**src/rtl/bw_seq_mult_7x5.sv**
```systemverilog
// Iterative signed 7x5 Baugh-Wooley multiplier.
// One row of seven AND-FA cells is reused for each bit of b, with sum and carry
// kept in registers between rows; a final carry-propagate cycle forms the
// 12-bit two's-complement product.
module bw_seq_mult_7x5 (
  input  logic        clk,
  input  logic        rst,
  input  logic        start,
  input  logic [6:0]  a,
  input  logic [4:0]  b,
  output logic        busy,
  output logic        done,
  output logic [11:0] product
);

  typedef enum logic [1:0] {StIdle, StRow, StAdd} state_e;

  state_e      state_q, state_d;
  logic [6:0]  a_q, a_d;
  logic [4:0]  b_q, b_d;
  logic [6:0]  s_q, s_d;
  logic [6:0]  c_q, c_d;
  logic [2:0]  j_q, j_d;
  logic [4:0]  lo_q, lo_d;
  logic [11:0] product_q, product_d;
  logic        done_q, done_d;

  logic        b_bit;
  logic        last_row;
  logic [6:0]  pp;
  logic [6:0]  s_shift;
  logic [6:0]  row_sum;
  logic [6:0]  row_carry;
  logic [6:0]  hi;
  logic [11:0] prod_fix;

  // One cell row: Baugh-Wooley partial products added to shifted S and C.
  always_comb begin
    b_bit    = b_q[j_q];
    last_row = (j_q == 3'd4);
    for (int i = 0; i < 7; i++) begin
      pp[i] = a_q[i] & b_bit;
      // Sign-weighted terms are inverted; a_6&b_4 keeps positive weight.
      if (last_row) begin
        if (i < 6) pp[i] = ~pp[i];
      end else if (i == 6) begin
        pp[i] = ~pp[i];
      end
    end
    // Cell i sees S bit i+1 from the previous row; the top cell sees zero.
    s_shift   = {1'b0, s_q[6:1]};
    row_sum   = pp ^ s_shift ^ c_q;
    row_carry = (pp & s_shift) | (pp & c_q) | (s_shift & c_q);
    // Carry-propagate of the residual S/C, then the 0x850 correction mod 2^12.
    hi        = s_shift + c_q;
    prod_fix  = {hi, lo_q} + 12'h850;
  end

  // Next-state and datapath control.
  always_comb begin
    state_d   = state_q;
    a_d       = a_q;
    b_d       = b_q;
    s_d       = s_q;
    c_d       = c_q;
    j_d       = j_q;
    lo_d      = lo_q;
    product_d = product_q;
    done_d    = 1'b0;
    unique case (state_q)
      StIdle: begin
        if (start) begin
          a_d     = a;
          b_d     = b;
          s_d     = '0;
          c_d     = '0;
          j_d     = 3'd0;
          lo_d    = '0;
          state_d = StRow;
        end
      end
      StRow: begin
        lo_d[j_q] = row_sum[0];
        s_d       = row_sum;
        c_d       = row_carry;
        if (last_row) begin
          j_d     = 3'd0;
          state_d = StAdd;
        end else begin
          j_d = j_q + 3'd1;
        end
      end
      StAdd: begin
        product_d = prod_fix;
        done_d    = 1'b1;
        state_d   = StIdle;
      end
      default: state_d = StIdle;
    endcase
  end

  // State registers with synchronous active-high reset.
  always_ff @(posedge clk) begin
    if (rst) begin
      state_q   <= StIdle;
      a_q       <= '0;
      b_q       <= '0;
      s_q       <= '0;
      c_q       <= '0;
      j_q       <= '0;
      lo_q      <= '0;
      product_q <= '0;
      done_q    <= 1'b0;
    end else begin
      state_q   <= state_d;
      a_q       <= a_d;
      b_q       <= b_d;
      s_q       <= s_d;
      c_q       <= c_d;
      j_q       <= j_d;
      lo_q      <= lo_d;
      product_q <= product_d;
      done_q    <= done_d;
    end
  end

  assign busy    = (state_q != StIdle);
  assign done    = done_q;
  assign product = product_q;

endmodule

```
**config.mk**
```make
export PLATFORM = sky130hd
export DESIGN_NAME = bw_seq_mult_7x5
export DESIGN_NICKNAME = d
export VERILOG_FILES = /design/src/rtl/bw_seq_mult_7x5.sv
export SDC_FILE = /design/constraint.sdc
export NUM_CORES = 1
export LEC_CHECK = 0
export ABC_AREA = 1
export BUFFER_PORTS_ARGS = -buffer_cell sky130_fd_sc_hd__buf_2
export CAP_MARGIN = 40
export CORE_AREA = 2 2 70 72
export DETAILED_ROUTE_END_ITERATION = 16
export DIE_AREA = 0 0 72 74
export PLACE_DENSITY = 0.73
export SETUP_SLACK_MARGIN = 0.02
export SYNTH_ARGS = -nofsm -noshare
export SYNTH_HDL_FRONTEND = slang
export SYNTH_SLANG_ARGS = --single-unit
```
**constraint.sdc**
```tcl
create_clock -name clk -period 2.35 [get_ports clk]
set_input_delay 0.235 -clock clk [delete_from_list [all_inputs] [get_ports clk]]
set_output_delay 0.235 -clock clk [all_outputs]
set_load 0.01 [all_outputs]
```
## Word level (Yosys, flattened, before mapping)

Cells that the tools add are included.

| cells by class | value |
|---|---|
| add/sub/neg operators | 3 |
| $lt $le $gt $ge | 2 |
| equality and inequality tests | 5 |
| multiplexer cells | 24 |
| bitwise gates (word level) | 21 |
| reductions and logical operators | 7 |

Operators by type and width:

| cell | number |
|---|---|
| 7-bit case mux with 2 select lines | 2 |
| 7-bit OR | 2 |
| 12-bit adder (second input constant) | 1 |
| 1-bit 2-to-1 mux | 10 |
| 5-bit case mux with 2 select lines | 1 |
| 6-bit by 7-bit adder with 7-bit output | 1 |
| 1-bit AND | 7 |
| 6-bit by 7-bit AND with 7-bit output | 1 |
| 7-bit by 6-bit AND with 7-bit output | 1 |
| 7-bit AND | 1 |
| 7-bit 2-to-1 mux | 1 |
| 1-bit inverter | 7 |
| 7-bit by 6-bit XOR with 7-bit output | 1 |
| 7-bit XOR | 1 |
| 3-bit 2-to-1 mux | 2 |
| 3-bit case mux with 2 select lines | 1 |
| 2-bit AND reduction | 3 |
| 5-bit bitwise mux | 1 |
| 5-bit 2-to-1 mux | 1 |
| 3-bit by 4-bit less-than comparator with 1-bit output (second input constant) | 1 |
| 2-bit 2-to-1 mux | 2 |
| 2-bit inequality test (second input constant) | 2 |
| 2-bit case mux with 2 select lines | 1 |
| 2-bit nonzero test | 2 |
| 9 further kinds | 9 |

| word-level totals | value |
|---|---|
| register bits | 49 |
| input port bits | 15 |
| output and inout bits | 14 |
| logic and storage cells | 71 |

## Logic depth before layout (Yosys ltp)

Gate-level depths: netlist (run 1).

| logic depth | value |
|---|---|
| word-level depth | 9 |
| mapped depth | 14 |
| depth with buffers taken out | 14 |

## Worst setup path after synthesis (run 1)

Ideal clock, no wire load.

| timing | value |
|---|---|
| path kind | flip-flop to flip-flop |
| from | register j_q[0] |
| to | register lo_q[4] |
| setup time | 128 ps |
| arrival | 1906 ps |
| data required time | 2222 ps |
| setup slack | 316 ps |
| cell stages (with the launch flop) | 10 |
| buffers on the path | 0 |
| clock period less this slack | 2034 ps |
| cell sequence | dfxtp_1 -> inv_1 -> nand3_1 -> o2111ai_4 -> nand2_1 -> xor2_1 -> fa_1 -> inv_1 -> a32oi_1 -> nor2_1 |

| between the ends | value |
|---|---|
| cells in the longest elaborated chain, start to end | 9 |
| elaborated cells on any way between the ends | 15 |
| classes of those cells | order compare: 2; eq/ne: 1; mux: 7; bitwise: 4; reduce/logical: 1 |

Ends and longest elaborated chain:

| element | line | RTL |
|---|---|---|
| start: declaration | 23 | `logic [2:0] j_q, j_d;` |
| start signal: assignment | 120 | `j_q <= j_d;` |
| 1-bit binary-select mux with 3-bit select | 39 | `b_bit = b_q[j_q];` |
| 1-bit 2-to-1 mux (not written as such) | 39 |  |
| 1-bit AND | 42 | `pp[i] = a_q[i] & b_bit;` |
| 1-bit inverter | 45 | `if (i < 6) pp[i] = ~pp[i];` |
| 1-bit 2-to-1 mux | 44 | `if (last_row) begin` |
| 7-bit by 6-bit XOR with 7-bit output | 52 | `row_sum = pp ^ s_shift ^ c_q;` |
| 7-bit XOR | 52 |  |
| 5-bit bitwise mux * | 83 | `lo_d[j_q] = row_sum[0];` |
| 5-bit case mux with 2 select lines * | 70 | `unique case (state_q)` |
| end signal: assignment | 121 | `lo_q <= lo_d;` |
| end: declaration | 24 | `logic [4:0] lo_q, lo_d;` |

Every way passes the cells marked *; elsewhere a longest branch is shown, timed or not. The select of a mux whose other input is x is not followed.
A chain may end at the register's enable or synchronous reset.

## Worst setup path in the final report (run 1)

| timing | value |
|---|---|
| from | register j_q[0] |
| to | register s_q[5] |

| between the ends | value |
|---|---|
| cells in the longest elaborated chain, start to end | 8 |
| elaborated cells on any way between the ends | 9 |
| classes of those cells | eq/ne: 1; mux: 4; bitwise: 4 |

Ends and longest elaborated chain:

| element | line | RTL |
|---|---|---|
| 1-bit binary-select mux with 3-bit select | 39 |  |
| 1-bit 2-to-1 mux (not written as such) | 39 |  |
| 1-bit AND | 42 |  |
| 1-bit inverter | 45 |  |
| 1-bit 2-to-1 mux * | 44 |  |
| 7-bit by 6-bit XOR with 7-bit output * | 52 |  |
| 7-bit XOR * | 52 |  |
| 7-bit case mux with 2 select lines * | 70 |  |
| end signal: assignment | 108 | `s_q <= '0;` |
| end signal: assignment | 118 | `s_q <= s_d;` |
| end: declaration | 21 | `logic [6:0] s_q, s_d;` |

Marks and branches as above.

==> metrics.yaml, run 1 <==
fin_tns_setup_ps: 0
clock_path_buffers: 2
post_synth_num_cell_types: 29
crit_path_cell_trace: "inv_1 > nand3_1 > o2111ai_4 > buf_12 > nand2_1 > xor2_1 > fa_1 > or2_0 > a21oi_1"
root_buffer: "clkbuf_8"
min_period_ps: 2174
worstPathRequired_ps: 2590
seq_area_frac_synth: 0.3754
crit_type: "reg2reg"
power_density_mw_per_mm2: 604.9
via_per_inst: 5.012
power_frac_comb: 0.099
hp-start: "a[0]"
hold_viol: 0
cp_max_fo: 8
synth.net_count: 379
ant_nets: 0
rr_startpoint: "j_q[0]"
yosysWarningCount: 0
critPathLaunchType: "flop"
cts_tree: "done"
final_common_cell: "nand2_1"
antennaDiodeCount: 0
switching_share: 0.2364
drv_slew: 0
rows: 25
grt_pass1_wl_um: 8176
rsz0062_at_grt: "true"
final_cell_mix: "nand2_1 (59), nor2_1 (51), dfxtp_1 (46)"
max_freq_ghz: 0.4600
crit_start: "j_q[0]"
max_slew_margin: 0.6382
cp_num_buf_inv: 2
grt_pass1_vias: 1864
gr-total-overflow: 0
h-tree-depth: 2
final_util: 0.6280
vdd.ir_drop.worst_mv: 0.3637
clkPwrFrac: 0.409
dr_total_vias: 2150
post_drt_wl_per_cell_um: 11.15
critPathSlowestCell: "fa_1"
path_clk_slew_ps: 90
maxCapViolations: 0
worst_pin_slew_ps: 542.1
grt_max_degree: 27
power_leakage_nw: 1.244
area_growth_pct: 12.81
grt_usage: 0.1950
setup_viol: 0
power.internal_w: 0.001334
period_share: 0.9251
cpPeakStageDelay_ps: 430
start_util: 0.5567
die_h_um: 74
drt-initial-drc-count: 85
cts_buffers: 5
drive_above_1_share: 0.1573
ys_ff_latch: 48
core-area_mm2: 0.004598
hp-class: "in2reg"
dieArea_mm2: 0.005328
firstDrtPassIters: 4
finalNetCount: 406
crit_arrival_ps: 2410
insertion_delay_ps: 300
p_seq_frac: 0.492
status: "finished clean"
die_w_um: 72
hpwl_um: 3543
gp_congestion: 0.8457
clkSinkCount: 48
port_buffers: 28
critPathTopFamily: "simple AND/OR/NAND/NOR gates"
drc: 0
synth_cells: 347
power.net_switching_w: 0.0004130
skew_ps: 6.575
crit_path_end_kind: "flop"
antenna_found_initial: 0
avgSynthCellArea_um2: 7.377
io_pins: 29
routed_wl_um: 4784
synth.cell_area_mm2: 0.002560
==> what timing repair did <==
item,CTS,global route
setup buffers,0,1
gates resized for setup,0,3
setup endpoints to repair,0,12
hold buffers,0,0
==> power by group through the flow <==
stage	Clock [W]	Sequential, W	Combinational (W)
6_report	0.000714	0.000859	0.000173
5_1_grt	0.000755	0.000862	0.000197
4_1_cts	0.000731	0.000859	0.000165
3_5_place_dp	0	0.000878	0.000165
3_3_place_gp	0	0.000876	0.000162
2_1_floorplan	0	0.000873	0.000126
==> area by class of cell <==
class | instances | area (um^2)
Fill cell | 420 | 1710
Multi-Input combinational cell | 240 | 1360
Sequential cell | 48 | 963.4
Timing Repair Buffer | 32 | 182.7
Inverter | 47 | 176.4
Clock buffer | 5 | 68.82
Clock inverter | 3 | 68.82
Tap cell | 54 | 67.56
==> metrics by stage <==
step / power [W] / std cells / area [um^2] / worst slack, ps / hold WS (ps)
6_report: 0.001747 / 429 / 2888 / 176.0 / 176.5
2_1_floorplan: 0.0009985 / 347 / 2560 / 316.3 / 399.3
3_5_place_dp: 0.001042 / 420 / 2725 / 110.6 / 454.0
5_1_grt: 0.001815 / 429 / 2888 / 12.57 / 196.7
4_1_cts: 0.001756 / 428 / 2863 / 101.6 / 168.4
3_3_place_gp: 0.001038 / 420 / 2725 / 221.2 / 455.6
==> worst paths after layout <==
check	endpoint	slack (ps)	depth (start not counted)
max	s_q[5]	180	9
min reg2reg	lo_q[1]	470	2
max reg2reg	s_q[5]	180	9
min	a_q[0]	180	3
==> logic make-up (layout without fill, tap and decap cells) <==
kind of cell	Yosys count	after routing	share of synthesized area
buf+inv	59	87	0.09433
compound gates	63	63	0.1369
flops	48	48	0.3754
xor+xnor	11	11	0.03764
fa+ha+maj	17	17	0.1036
simple gates	149	149	0.2522
==> sequential cells by signal (all words and copies together), names as in the netlist <==
name,count
c_q,7
done,1
s_q,6
state_q,2
j_q,3
b_q,5
product,12
lo_q,5
a_q,7
==> worst reg2reg max path, delay by kind of cell (launching register included) <==
family,cells,cell delay [ps]
DFF,1,370
adders and majority gates,1,430
AOI/OAI and AO/OA,2,410
xor gates and xnor gates,1,190
buffers and inverters,2,270
and+or+nand+nor,3,440
==> routing by layer <==
layer,vias up,part of all wire,global-route usage
li1,1150,-,-
met1,954,0.47,0.2466
met2,41,0.48,0.3323
met3,5,0.034,0.04065
met4,0,0.014,0.07128
met5,-,0,0
==> synthesized netlist by cell type <==
library cell   n  area share
nand2_1       59       0.087
or2_0          6       0.015
o21ai_1        1      0.0020
a211oi_2       1      0.0049
dfxtp_1       48        0.38
nor2_2         2      0.0049
a211oi_1       1      0.0029
o21ai_0       28       0.055
fa_1           7       0.055
nor3_2         1      0.0039
clkbuf_1       5      0.0073
nor2_1        52       0.076
or2_2          5       0.012
o2111ai_4      1       0.010
buf_6          1      0.0044
inv_2          4      0.0059
ha_1          10       0.049
xnor2_1        2      0.0068
buf_2          4      0.0078
inv_1         43       0.063
a32oi_1        1      0.0034
buf_4          2      0.0059
xor2_1         9       0.031
nor2_4         2      0.0088
nor3_1         1      0.0020
nand3b_1       1      0.0029
nand3_1       18       0.035
a21oi_1       30       0.059
nand4_1        2      0.0049
No activity file was read; power rests on OpenSTA's default activity.
==> run 2: changes to the inputs <==
--- a/config.mk
+++ b/config.mk
@@ -7,11 +7,11 @@
 export LEC_CHECK = 0
 export ABC_AREA = 1
 export BUFFER_PORTS_ARGS = -buffer_cell sky130_fd_sc_hd__buf_2
-export CAP_MARGIN = 40
+export CAP_MARGIN = 10
 export CORE_AREA = 2 2 70 72
 export DETAILED_ROUTE_END_ITERATION = 16
 export DIE_AREA = 0 0 72 74
-export PLACE_DENSITY = 0.73
+export PLACE_DENSITY = 0.77
 export SETUP_SLACK_MARGIN = 0.02
 export SYNTH_ARGS = -nofsm -noshare
 export SYNTH_HDL_FRONTEND = slang
==> run 2 against run 1 <==
Compared with the run above:
- flip-flop and latch count is the same
- largest cell class unchanged
- die area is the same
- non-clock buffer count shrank 1
- worst hold slack gained 5.9 ps
- sequential power is essentially flat
- register-to-register slack lost 20 ps
- utilization shrank 1.5 points
- highest routed layer unchanged
- largest power group unchanged
==> metrics.yaml, run 2 (synthesis results as in run 1) <==
grt_usage: 0.1909
antennaDiodeCount: 0
rows: 25
critPathLaunchType: "flop"
fill_cells: 401
port_buffers: 28
path_clk_slew_ps: 80
clock_path_buffers: 2
firstDrtPassIters: 4
crit_arrival_ps: 2380
period_share: 0.9341
largest_reg_flops: 12
multi_input_area_mm2: 0.001368
gp_congestion: 0.8357
h-tree-depth: 2
critPathSlowestCell: "fa_1"
drv_slew: 0
drive_above_1_share: 0.1609
insertion_delay_ps: 300
worstPathRequired_ps: 2530
worst_path_most_repeated_cell: "nand2_1"
die_h_um: 74
cts_hold_buf: 0
skew_ps: 4.131
ant_nets: 0
hold_viol: 0
root_buffer: "clkbuf_8"
min_period_ps: 2195
final_cell_mix: "nand2_1 (59), nor2_1 (51), dfxtp_1 (45)"
power_density_mw_per_mm2: 528.2
drc: 0
cts_buffers: 5
dr_total_vias: 2124
core-area_mm2: 0.004598
max_freq_ghz: 0.4556
antenna_found_initial: 0
seqCellArea_um2: 964.7
grt_pass1_vias: 1798
start_util: 0.5567
post_drt_wl_per_cell_um: 11.04
crit_path_cell_trace: "inv_2 > nor3_2 > nand2_1 > o2111ai_4 > nand2_1 > xor2_1 > fa_1 > inv_1 > a32oi_1 > nor2_1"
area_growth_pct: 10.17
via_per_inst: 4.974
vdd.ir_drop.worst_mv: 0.3668
setup_viol: 0
grt_max_degree: 27
gr-total-overflow: 0
drt-initial-drc-count: 71
hpwl_um: 3565
pre_cts_slack_ps: 137.0
power_leakage_nw: 1.208
die_w_um: 72
hp-class: "in2reg"
cts_tree: "done"
dieArea_mm2: 0.005328
max_slew_margin: 0.6362
io_pins: 29
worst_pin_slew_ps: 545.1
cpPeakStageDelay_ps: 540
routed_wl_um: 4714
status: "finished clean"
rsz0062_at_grt: "false"
crit_type: "reg2reg"
crit_path_end_kind: "flop"
cp_max_fo: 7
grt_pass1_wl_um: 7955
fin_tns_setup_ps: 0
final_common_cell: "nand2_1"
clkSinkCount: 48
fin_ws_ps: 154.9
finalNetCount: 405
maxCapViolations: 0
## run 2: cell types whose count changed in the layout (fill, tap and decap cells not counted)
cell and delta:
inv_2 +1, dfxtp_2 +1, buf_12 -1, xor2_2 +1, inv_1 -1, clkinvlp_4 +1, dfxtp_1 -1, bufinv_16 -2
inv_6 -1, xor2_1 -1, clkinv_2 +1
## run 2: area by class of cell
class,instances,share of cell area
Timing Repair Buffer,31,0.05768
Clock inverter,2,0.004437
Multi-Input combinational cell,240,0.4849
Inverter,47,0.06256
Tap cell,54,0.02396
Clock buffer,5,0.02440
Sequential cell,48,0.3421
## run 2: metal layers
layer  track usage  wire (um)  vias up
met3       0.04472        171        6
met4       0.05660         52        0
met5             0          0        -
met2        0.3251       2243       34
met1        0.2438       2247      940
li1              -          -     1144
## run 2: critical path: cells and delay by family, from the launching register on
| kind | cells | cell delay, ps |
|---|---|---|
| DFF | 1 | 390 |
| xor gates and xnor gates | 1 | 170 |
| buffers and inverters | 2 | 160 |
| AOI/OAI and AO/OA | 2 | 350 |
| adders and majority gates | 1 | 540 |
| and+or+nand+nor | 4 | 470 |
## run 2: what timing repair did
item                                    4_1_cts  5_1_grt
buffers inserted                              0        0
resized for setup                             0        6
endpoints found under the setup margin        0        4
## run 2: metrics by stage
stage	cell area (um^2)	util	hold WS [ps]	power (W)	std cells
after floorplan	2560	-	399.3	0.0009985	347
after global placement	2725	0.5927	456.1	0.001036	420
after detailed placement	2725	0.5927	462.4	0.001041	420
after CTS	2806	0.6103	182.1	0.001501	427
after global routing	2820	0.6133	206.1	0.001568	427
final	2820	0.6133	182.4	0.001490	427
## run 2: power breakdown
part	total [W]	internal (W)	switching [W]	leakage, nW
clock	0.000467	0.000202	0.000265	0.0400
combinational	0.000164	0.0000579	0.000106	0.776
sequential	0.000859	0.000841	0.0000184	0.392
total	0.00149	0.00110	0.000390	1.21
## run 2: final timing paths
| check | startpoint | end | slack, ps | depth (start not counted) |
|---|---|---|---|---|
| setup / recovery | j_q[2] | lo_q[4] | 150 | 10 |
| hold reg to reg | b_q[3] | b_q[3] | 480 | 2 |
| hold / removal | a[5] | a_q[5] | 180 | 3 |
| setup reg to reg | j_q[2] | lo_q[4] | 150 | 10 |
